File: src/rtl/asic_freq_pkg.sv
// Shared constants for the frequency counter: register map, reset values,
// display geometry and the hex to 7-segment decode.
package asic_freq_pkg;

    localparam logic [3:0] ADDR_DIVIDER = 4'd0;
    localparam logic [3:0] ADDR_PERIOD  = 4'd1;
    localparam logic [3:0] ADDR_MODE    = 4'd2;
    localparam logic [3:0] ADDR_DIGITS  = 4'd3;
    localparam logic [3:0] ADDR_DIGIT8  = 4'd4;
    localparam logic [3:0] ADDR_DP      = 4'd5;

    localparam logic [31:0] DIVIDER_MIN   = 32'd4;
    localparam logic [31:0] DIVIDER_RESET = 32'd4;
    localparam logic [31:0] PERIOD_RESET  = 32'd1000;

    localparam logic [3:0] LAST_COL = 4'd8;

    typedef enum logic {
        DISP_HEX    = 1'b0,
        DISP_DIGITS = 1'b1
    } disp_mode_t;

    // Segment bits [6:0] = g..a, active high.
    function automatic logic [6:0] hex_to_seg(input logic [3:0] nib);
        logic [6:0] seg;
        case (nib)
            4'h0:    seg = 7'h3F;
            4'h1:    seg = 7'h06;
            4'h2:    seg = 7'h5B;
            4'h3:    seg = 7'h4F;
            4'h4:    seg = 7'h66;
            4'h5:    seg = 7'h6D;
            4'h6:    seg = 7'h7D;
            4'h7:    seg = 7'h07;
            4'h8:    seg = 7'h7F;
            4'h9:    seg = 7'h6F;
            4'hA:    seg = 7'h77;
            4'hB:    seg = 7'h7C;
            4'hC:    seg = 7'h39;
            4'hD:    seg = 7'h5E;
            4'hE:    seg = 7'h79;
            default: seg = 7'h71;
        endcase
        return seg;
    endfunction

endpackage

File: src/rtl/uart_tx_byte.sv
// 8N1 byte transmitter, LSB first. The bit time is captured from divider
// when a byte starts, so divider changes only affect the next byte.
module uart_tx_byte
    import asic_freq_pkg::*;
(
    input  logic        clk,
    input  logic        reset,
    input  logic [31:0] divider,
    input  logic [7:0]  data,
    input  logic        start,
    output logic        tx,
    output logic        busy
);

    typedef enum logic {
        TX_IDLE = 1'b0,
        TX_SEND = 1'b1
    } tx_state_t;

    tx_state_t   state, state_next;
    logic [31:0] div_q;
    logic [31:0] cyc_q;
    logic [9:0]  frame_q;
    logic [3:0]  bit_q;
    logic        bit_end;

    assign bit_end = (cyc_q == div_q - 32'd1);

    // State register.
    always_ff @(posedge clk) begin
        if (reset) state <= TX_IDLE;
        else       state <= state_next;
    end

    // Next state: leave idle on start, return after the stop bit completes.
    always_comb begin
        state_next = state;
        case (state)
            TX_IDLE: if (start) state_next = TX_SEND;
            TX_SEND: if (bit_end && (bit_q == 4'd9)) state_next = TX_IDLE;
            default: state_next = TX_IDLE;
        endcase
    end

    // Frame shifter and bit-time counter.
    always_ff @(posedge clk) begin
        if (reset) begin
            div_q   <= DIVIDER_RESET;
            cyc_q   <= '0;
            frame_q <= '1;
            bit_q   <= '0;
        end else if (state == TX_IDLE) begin
            if (start) begin
                div_q   <= divider;
                frame_q <= {1'b1, data, 1'b0};
                cyc_q   <= '0;
                bit_q   <= '0;
            end
        end else if (bit_end) begin
            cyc_q   <= '0;
            bit_q   <= bit_q + 4'd1;
            frame_q <= {1'b1, frame_q[9:1]};
        end else begin
            cyc_q <= cyc_q + 32'd1;
        end
    end

    assign tx   = (state == TX_SEND) ? frame_q[0] : 1'b1;
    assign busy = (state == TX_SEND);

endmodule

File: src/rtl/asic_freq_counter.sv
// Frequency counter: counts rising edges of samplee per update period,
// reports the count over UART and on a scanned 9-column 7-segment display.
module asic_freq_counter
    import asic_freq_pkg::*;
#(
    parameter int unsigned SCAN_BITS = 10
) (
    input  logic        clk,
    input  logic        reset,
    input  logic [3:0]  addr,
    input  logic [31:0] value,
    input  logic        strobe,
    input  logic        samplee,
    output logic [31:0] o,
    output logic [31:0] oc,
    output logic        tx,
    output logic [8:0]  col_drvs,
    output logic [7:0]  seg_drvs
);

    typedef enum logic [1:0] {
        W_IDLE = 2'd0,
        W_LOAD = 2'd1,
        W_WAIT = 2'd2
    } word_state_t;

    logic [31:0] divider_q, period_q, digits_q;
    disp_mode_t  mode_q;
    logic [3:0]  digit8_q;
    logic [8:0]  dp_q;
    logic        wr_period;

    assign wr_period = strobe && (addr == ADDR_PERIOD);

    // Register file writes with divider clamp and zero-period guard.
    always_ff @(posedge clk) begin
        if (reset) begin
            divider_q <= DIVIDER_RESET;
            period_q  <= PERIOD_RESET;
            mode_q    <= DISP_HEX;
            digits_q  <= '0;
            digit8_q  <= '0;
            dp_q      <= '0;
        end else if (strobe) begin
            case (addr)
                ADDR_DIVIDER: divider_q <= (value < DIVIDER_MIN) ? DIVIDER_MIN : value;
                ADDR_PERIOD:  period_q  <= (value == '0) ? 32'd1 : value;
                ADDR_MODE:    mode_q    <= disp_mode_t'(value[0]);
                ADDR_DIGITS:  digits_q  <= value;
                ADDR_DIGIT8:  digit8_q  <= value[3:0];
                ADDR_DP:      dp_q      <= value[8:0];
                default:      ;
            endcase
        end
    end

    logic s_meta, s_sync, s_prev, rise;

    // Two-flop synchroniser plus edge-detect flop.
    always_ff @(posedge clk) begin
        if (reset) begin
            s_meta <= 1'b0;
            s_sync <= 1'b0;
            s_prev <= 1'b0;
        end else begin
            s_meta <= samplee;
            s_sync <= s_meta;
            s_prev <= s_sync;
        end
    end

    assign rise = s_sync & ~s_prev;

    // Free-running edge count.
    always_ff @(posedge clk) begin
        if (reset)     oc <= '0;
        else if (rise) oc <= oc + 32'd1;
    end

    logic [31:0] timer_q, acc_q, acc_next;
    logic        period_end, o_update;

    assign acc_next   = acc_q + {31'd0, rise};
    assign period_end = (timer_q >= period_q - 32'd1);
    assign o_update   = period_end && !wr_period;

    // Period timer and accumulator; a period write restarts the window.
    always_ff @(posedge clk) begin
        if (reset) begin
            timer_q <= '0;
            acc_q   <= '0;
            o       <= '0;
        end else if (wr_period) begin
            timer_q <= '0;
            acc_q   <= '0;
        end else if (period_end) begin
            o       <= acc_next;
            acc_q   <= '0;
            timer_q <= '0;
        end else begin
            timer_q <= timer_q + 32'd1;
            acc_q   <= acc_next;
        end
    end

    word_state_t w_state, w_state_next;
    logic [31:0] word_q;
    logic [1:0]  byte_idx_q;
    logic        byte_start, uart_busy;

    // Word sequencer state register.
    always_ff @(posedge clk) begin
        if (reset) w_state <= W_IDLE;
        else       w_state <= w_state_next;
    end

    // Word sequencer: accept an update only when idle, then send 4 bytes.
    always_comb begin
        w_state_next = w_state;
        byte_start   = 1'b0;
        case (w_state)
            W_IDLE: if (o_update) w_state_next = W_LOAD;
            W_LOAD: begin
                byte_start   = 1'b1;
                w_state_next = W_WAIT;
            end
            W_WAIT: if (!uart_busy) w_state_next = (byte_idx_q == 2'd3) ? W_IDLE : W_LOAD;
            default: w_state_next = W_IDLE;
        endcase
    end

    // Word is shifted left after each byte so the next byte is always [31:24].
    always_ff @(posedge clk) begin
        if (reset) begin
            word_q     <= '0;
            byte_idx_q <= '0;
        end else begin
            case (w_state)
                W_IDLE: if (o_update) begin
                    word_q     <= acc_next;
                    byte_idx_q <= '0;
                end
                W_WAIT: if (!uart_busy) begin
                    word_q     <= {word_q[23:0], 8'h00};
                    byte_idx_q <= byte_idx_q + 2'd1;
                end
                default: ;
            endcase
        end
    end

    uart_tx_byte u_uart (
        .clk     (clk),
        .reset   (reset),
        .divider (divider_q),
        .data    (word_q[31:24]),
        .start   (byte_start),
        .tx      (tx),
        .busy    (uart_busy)
    );

    logic [SCAN_BITS-1:0] scan_q;
    logic [3:0]           col_q;

    // Column scan: advance one column each time the prescaler wraps.
    always_ff @(posedge clk) begin
        if (reset) begin
            scan_q <= '0;
            col_q  <= '0;
        end else begin
            scan_q <= scan_q + SCAN_BITS'(1);
            if (&scan_q) col_q <= (col_q == LAST_COL) ? 4'd0 : col_q + 4'd1;
        end
    end

    assign col_drvs = 9'b1 << col_q;

    logic [3:0] nib;

    // Segment decode for the active column.
    always_comb begin
        seg_drvs = '0;
        nib      = '0;
        if (mode_q == DISP_HEX) begin
            if (col_q != LAST_COL) begin
                nib      = 4'(o >> {col_q[2:0], 2'b00});
                seg_drvs = {1'b0, hex_to_seg(nib)};
            end
        end else begin
            nib      = (col_q == LAST_COL) ? digit8_q : 4'(digits_q >> {col_q[2:0], 2'b00});
            seg_drvs = {|(dp_q & col_drvs), hex_to_seg(nib)};
        end
    end

endmodule

File: config.mk
export PLATFORM = sky130hd
export DESIGN_NAME = asic_freq_counter
export DESIGN_NICKNAME = d
export VERILOG_FILES = /design/src/rtl/asic_freq_pkg.sv /design/src/rtl/uart_tx_byte.sv /design/src/rtl/asic_freq_counter.sv
export SDC_FILE = /design/constraint.sdc
export NUM_CORES = 1
export LEC_CHECK = 0
export ABC_AREA = 0
export BUFFER_PORTS_ARGS = -buffer_cell sky130_fd_sc_hd__buf_4
export CAP_MARGIN = 40
export CORE_MARGIN = 2
export CORE_UTILIZATION = 38
export DETAILED_ROUTE_END_ITERATION = 8
export PLACE_DENSITY = 0.57
export SYNTH_ARGS = -nofsm -noshare
export SYNTH_HDL_FRONTEND = slang
export SYNTH_SLANG_ARGS = --single-unit
File: constraint.sdc
create_clock -name clk -period 5 [get_ports clk]
set_input_delay 0.5 -clock clk [delete_from_list [all_inputs] [get_ports clk]]
set_output_delay 0.5 -clock clk [all_outputs]
set_load 0.05 [all_outputs]
# Word-level counts from Yosys, hierarchy flattened
# Memory sizes are Yosys's and may differ from the RTL's.
# Cells that the tools add are included.
dict set report word_totals {
  regBits 370
  rom_bits 224
  inputBits 40
  output_inout_bits 82
  word_cells 113
  mem_count 2
}
dict set report op_classes {
  n_addsub 10
  magnitude_cmp 2
  n_eq_ne 15
  shift 3
  muxes 30
  n_bitwise 5
  reduce_logical 23
}
# memory words word_bits read_ports rd_ports_with_merged_regs wr line
set mem_list {}
lappend mem_list {{(no name shown)} 16 7 1 0 0 asic_freq_pkg.sv:26} ;# case (nib)
lappend mem_list {{(no name shown)} 16 7 1 0 0 asic_freq_pkg.sv:26}
# operator n
set op_table {}
lappend op_table {{$mux 32} 7}
lappend op_table {{$add 32x1->32 const B} 3}
lappend op_table {{$pmux 32 s2} 1}
lappend op_table {{$shr 32x5->4} 2}
lappend op_table {{$sub 32x1->32 const B} 2}
lappend op_table {{$add 32x1->32} 1}
lappend op_table {{$eq 32x32->1} 1}
lappend op_table {{$ge 32x32->1} 1}
lappend op_table {{$logic_not 32->1} 1}
lappend op_table {{$lt 32x3->1 const B} 1}
lappend op_table {{$mux 10} 3}
lappend op_table {{$mux 4} 5}
lappend op_table {{$reduce_and 2->1} 10}
lappend op_table {{$add 10x1->10 const B} 1}
lappend op_table {{$reduce_and 10->1} 1}
lappend op_table {{$and 9x9->9} 1}
lappend op_table {{$reduce_or 9->1} 1}
lappend op_table {{$shl 1x4->9 const A} 1}
lappend op_table {{$add 4x1->4 const B} 2}
lappend op_table {{$eq 4x2->1 const B} 2}
lappend op_table {{$eq 4x3->1 const B} 2}
lappend op_table {{$eq 4x4->1 const B} 2}
lappend op_table {{$mux 2} 4}
lappend op_table {{$mux 8} 1}
lappend op_table {{20 further kinds} 32}

# Longest topological paths before layout
dict set report logic_depth {
  word_depth 6
  mapped_depth 21
  ltp_nobuf 18
}

# By module
# From an unflattened synthesis, not the netlist that was laid out.
dict set report unflattened {
  cells_unflattened 2282
  hier_area_um2 18744.2
}
# module n_inst cells_each area_each_um2 seq_area_each_um2
set by_module_without_submodules {}
lappend by_module_without_submodules {asic_freq_counter 1 1674 14097.3 5825.6}
lappend by_module_without_submodules {uart_tx_byte 1 608 4647.0 1561.5}

# Worst setup path before layout
# OpenSTA, ideal clock, no wires.
dict set report synth_timing {
  kind {register to register}
  start {register period_q[7]}
  end {register word_q[22]}
  setup_ns 0.128
  t_arrival_ns 4.368
  path_slack_ns 0.504
  path_stages_with_launch 20
  n_path_buf 3
  period_less_slack_ns 4.496
  path_cell_list {dfxtp_1 > or4_1 > nor4_1 > nand2b_1 > or2_2 > clkbuf_1 > nand2b_1 > or3_1 > nor3_1 > xnor2_1 > ha_1 > nand4_1 > nor2_1 > o311ai_0 > nand2_1 > a22o_1 > clkbuf_1 > buf_1 > mux2i_1 > nor2_1}
}
dict set report synth_between {
  elab_chain_cells 5
}
# item line
set synth_rtl {}
lappend synth_rtl {{start: declaration} asic_freq_counter.sv:27} ;# logic [31:0] divider_q, period_q, digits_q;
lappend synth_rtl {{start signal: assignment} asic_freq_counter.sv:47} ;# ADDR_PERIOD: period_q <= (value == '0) ? 32'd1 : value;
lappend synth_rtl {{$sub 32x1->32} asic_freq_counter.sv:84} ;# assign period_end = (timer_q >= period_q - 32'd1);
lappend synth_rtl {{$ge 32x32->1} asic_freq_counter.sv:84}
lappend synth_rtl {{$logic_and 1x1->1} asic_freq_counter.sv:85} ;# assign o_update = period_end && !wr_period;
lappend synth_rtl {{$ne 2x2->1 (no source line)} n/a}
lappend synth_rtl {{$reduce_and 3->1 (no source line)} n/a}
lappend synth_rtl {{end signal: assignment} asic_freq_counter.sv:140} ;# word_q <= acc_next;
lappend synth_rtl {{end signal: assignment} asic_freq_counter.sv:144} ;# word_q <= {word_q[23:0], 8'h00};
lappend synth_rtl {{end: declaration} asic_freq_counter.sv:107} ;# logic [31:0] word_q;
# Every way passes these cells.
# A chain may end at the register's enable or synchronous reset.

# Worst setup path in the final report
dict set report layout_timing {
  start {register period_q[7]}
  end {register timer_q[28]}
}
dict set report layout_between {
  elab_chain_cells 3
}
# item line
set layout_rtl {}
lappend layout_rtl {{$sub 32x1->32} asic_freq_counter.sv:84}
lappend layout_rtl {{$ge 32x32->1} asic_freq_counter.sv:84}
lappend layout_rtl {{$reduce_or 3->1 (no source line)} n/a}
lappend layout_rtl {{end signal: assignment} asic_freq_counter.sv:101} ;# timer_q <= timer_q + 32'd1;
lappend layout_rtl {{end: declaration} asic_freq_counter.sv:80} ;# logic [31:0] timer_q, acc_q, acc_next;
# Every way passes these cells.

==> qor.yml <==
status: "finished clean"
synth.top_cells.by_area: "dfxtp_1 (40%), nand2_1 (8.2%), nor2_1 (5.3%), a21oi_1 (4.4%), ha_1 (4.2%)"
final_period_demand_of_the_worst_path_ns: 4.72
report.final.slew_viol_count: 0
clock_latency_ns: 0.55
die_w_um: 223
synth.distinct_cells: 66
max_stage_delay_ns: 0.62
yosys.area.top_type: "dfxtp_1"
report.final.hold_viol_count: 0
worstPathBufferInverterCount: 2
yosys_register_bits: 369
crit_fanout: 32
detailedRoute.firstPassIterationCount: 7
largest_net_degree_at_the_start_of_global_routing: 175
finish.net_count: 2392
synth_edf_count: 0
finalCritPeriodShare: 0.945
criticalPathCategory: "reg2reg"
unrepaired_setup_endpoints_after_global_routing: "yes"
drive_above_1_share: 0.117
timing.rr.start: "period_q[7]"
startpoint: "period_q[7]"
min-delay-path-class: "in2reg"
ys.warnings.count: 0
clock_tree.htree_level_count: 2
fin_skew_ns: 0.0175
worstSetupStartpointType: "flip-flop"
synth_top_flop_cell: "dfxtp_1"
clock_tree_from_tritoncts: "built"
async_reset_ff_frac: 0
floorplan.initialDensity: 0.384
cell_with_the_biggest_individual_delay_on_the_critical_path: "or4_1"
fmaxAchievable_mhz: 212
timing.critical_path.max_delay_family: "simple AND/OR/NAND/NOR gates"
synthesis.instances: 2230
core_area_um2: 47500
required_ns: 5.47
grt_first_pass_wirelength_mm: 79.0
remaining_drc_errors: 0
io_pins: 122
yosys-top-cells-count: "nand2_1 (399), dfxtp_1 (369), nor2_1 (260), a21oi_1 (160), clkbuf_1 (111)"
numCtsBuffers: 41
dp_hpwl_mm: 34.4
buffer_ports.inserted: 121
clk_transition_reported_paths_ns: 0.06
ff2ff_path_depth: 17
yosysSeqAreaShare: 0.405
gp_routability_congestion: 0.876
crit_path_cell_count: 17
ctsLongestPathBuffers: 3
cp_common_cell: "a21oi_1"
cts.sinks: 369
fp-row-count: 80
total_detailed_routing_wirelength_mm: 48.6
cap_violations: 0
insertedDiodeCount: 0
setup.worst_path.end_class: "flip-flop"
yosys.cell_count.top_type: "nand2_1"
whs_ns: 0.171
routed-via-count: 15900
worst_ep_arrival_time_ns: 5.20
layout-area-overhead-vs-synth_pct: 16.2
wl_per_cell_um: 16.5
drtAntennaViolNets: 0
cellLeakagePower_nw: 7.86
area_of_the_die_um2: 49800
netlist.area_leader.share: 0.405
ctsHoldBuffers: 0
total_power_mw: 6.43
setup_viol: 0
netlist_area_before_placement_um2: 18300
grt_remaining_overflow: 0
synth_fp_nets: 2331
avg_vias_per_cell: 5.40
peak_vdd_ir_uv: 209
regToRegSetupSlack_ns: 0.28
powerDensity_nw_per_um2: 303
setup-tns-final_ns: 0
antenna_violations_before_repair: 1
cts_root_buffer: "clkbuf_16"
floorplan.die.height_um: 223
first_global_vias: 15000
cp_cell_sequence: "or4_1 -> nor4_2 -> nand2b_1 -> or2_2 -> nand2b_1 -> or3_1 -> nor3_2 -> xnor2_1 -> ha_1 -> a21oi_1 -> a21oi_1 -> a221oi_1 -> buf_4 -> nand2_1 -> or3_2 -> buf_4 -> a21oi_1"
worstReg2RegEnd: "timer_q[28]"
average_instance_area_after_synthesis_um2: 8.19
cp-endpoint: "timer_q[28]"
tightestPinTransition_ns: 0.832
timing.slew.headroom: 0.440
initialDrtViolationCount: 864
groute.usage.overall: 0.194
[layout by cell type (no fill, tap or decap), types with 61 or more instances in the layout]
master | synthesis | final
nand2_1 | 399 | 399
dfxtp_1 | 369 | 368
nor2_1 | 260 | 258
a21oi_1 | 160 | 159
buf_4 | 0 | 140
xnor2_1 | 80 | 80
xor2_1 | 78 | 78
nand3_1 | 78 | 78
mux2i_1 | 72 | 72
ha_1 | 61 | 61
[state kept, by name (all words and copies together) (netlist names), 9 cells and up]
register / count
timer_q: 32
oc: 32
dp_q: 9
u_uart.div_q: 32
u_uart.cyc_q: 32
period_q: 32
u_uart.frame_q: 9
divider_q: 32
word_q: 32
scan_q: 10
acc_q: 32
digits_q: 32
o: 32
[worst min-delay path by stage]
stage / to / start / depth (start not counted)
6_report: s_meta / samplee / 2
5_1_grt: s_meta / samplee / 2
4_1_cts: s_meta / samplee / 2
3_5_place_dp: s_sync / s_meta / 1
3_3_place_gp: scan_q[0] / scan_q[0] / 1
2_1_floorplan: s_sync / s_meta / 1
[area by class of cell]
type,instances,area [um^2]
Fill cell,4662,26300
Multi-Input combinational cell,1695,10300
Sequential cell,369,7390
Timing Repair Buffer,149,1190
Clock buffer,50,1130
Tap cell,615,769
Clock inverter,26,319
Inverter,35,131
[metrics by stage]
| stage | instances | util | area (um^2) | setup slack (ns) |
|---|---|---|---|---|
| after floorplan | 2230 | - | 18300 | 0.504 |
| after global placement | 2855 | 0.413 | 19700 | 0.283 |
| after detailed placement | 2863 | 0.415 | 19700 | 0.222 |
| after CTS | 2939 | 0.446 | 21200 | 0.193 |
| after global routing | 2939 | 0.446 | 21200 | -0.0173 |
| final | 2939 | 0.446 | 21200 | 0.276 |
[repair_timing]
item,4_1_cts,5_1_grt
resized for setup,0,3
buffers inserted,0,0
setup endpoints to repair,0,97
[per-layer routing]
layer	track usage	share of wire	up-vias
li1	-	-	7845
met1	0.270	0.47	7578
met2	0.305	0.44	369
met3	0.0366	0.062	74
met4	0.0533	0.021	0
met5	0	0	-
[where the power goes]
part / leakage, nW / total (mW) / internal (mW) / switching, mW
Clock: 0.715 / 3.26 / 1.98 / 1.28
Combinational: 4.17 / 0.199 / 0.0632 / 0.135
Sequential: 2.98 / 2.97 / 2.96 / 0.0147
[cell families after synthesis]
kind of cell | count (synthesis) | synth area share
and+or+nand+nor | 1021 | 0.259
DFF | 369 | 0.405
AOI/OAI and AO/OA | 358 | 0.120
buffers and inverters | 166 | 0.0345
xor gates and xnor gates | 158 | 0.0758
muxes | 97 | 0.0648
adders and majority gates | 61 | 0.0418
(Power assumes the default switching activity.)
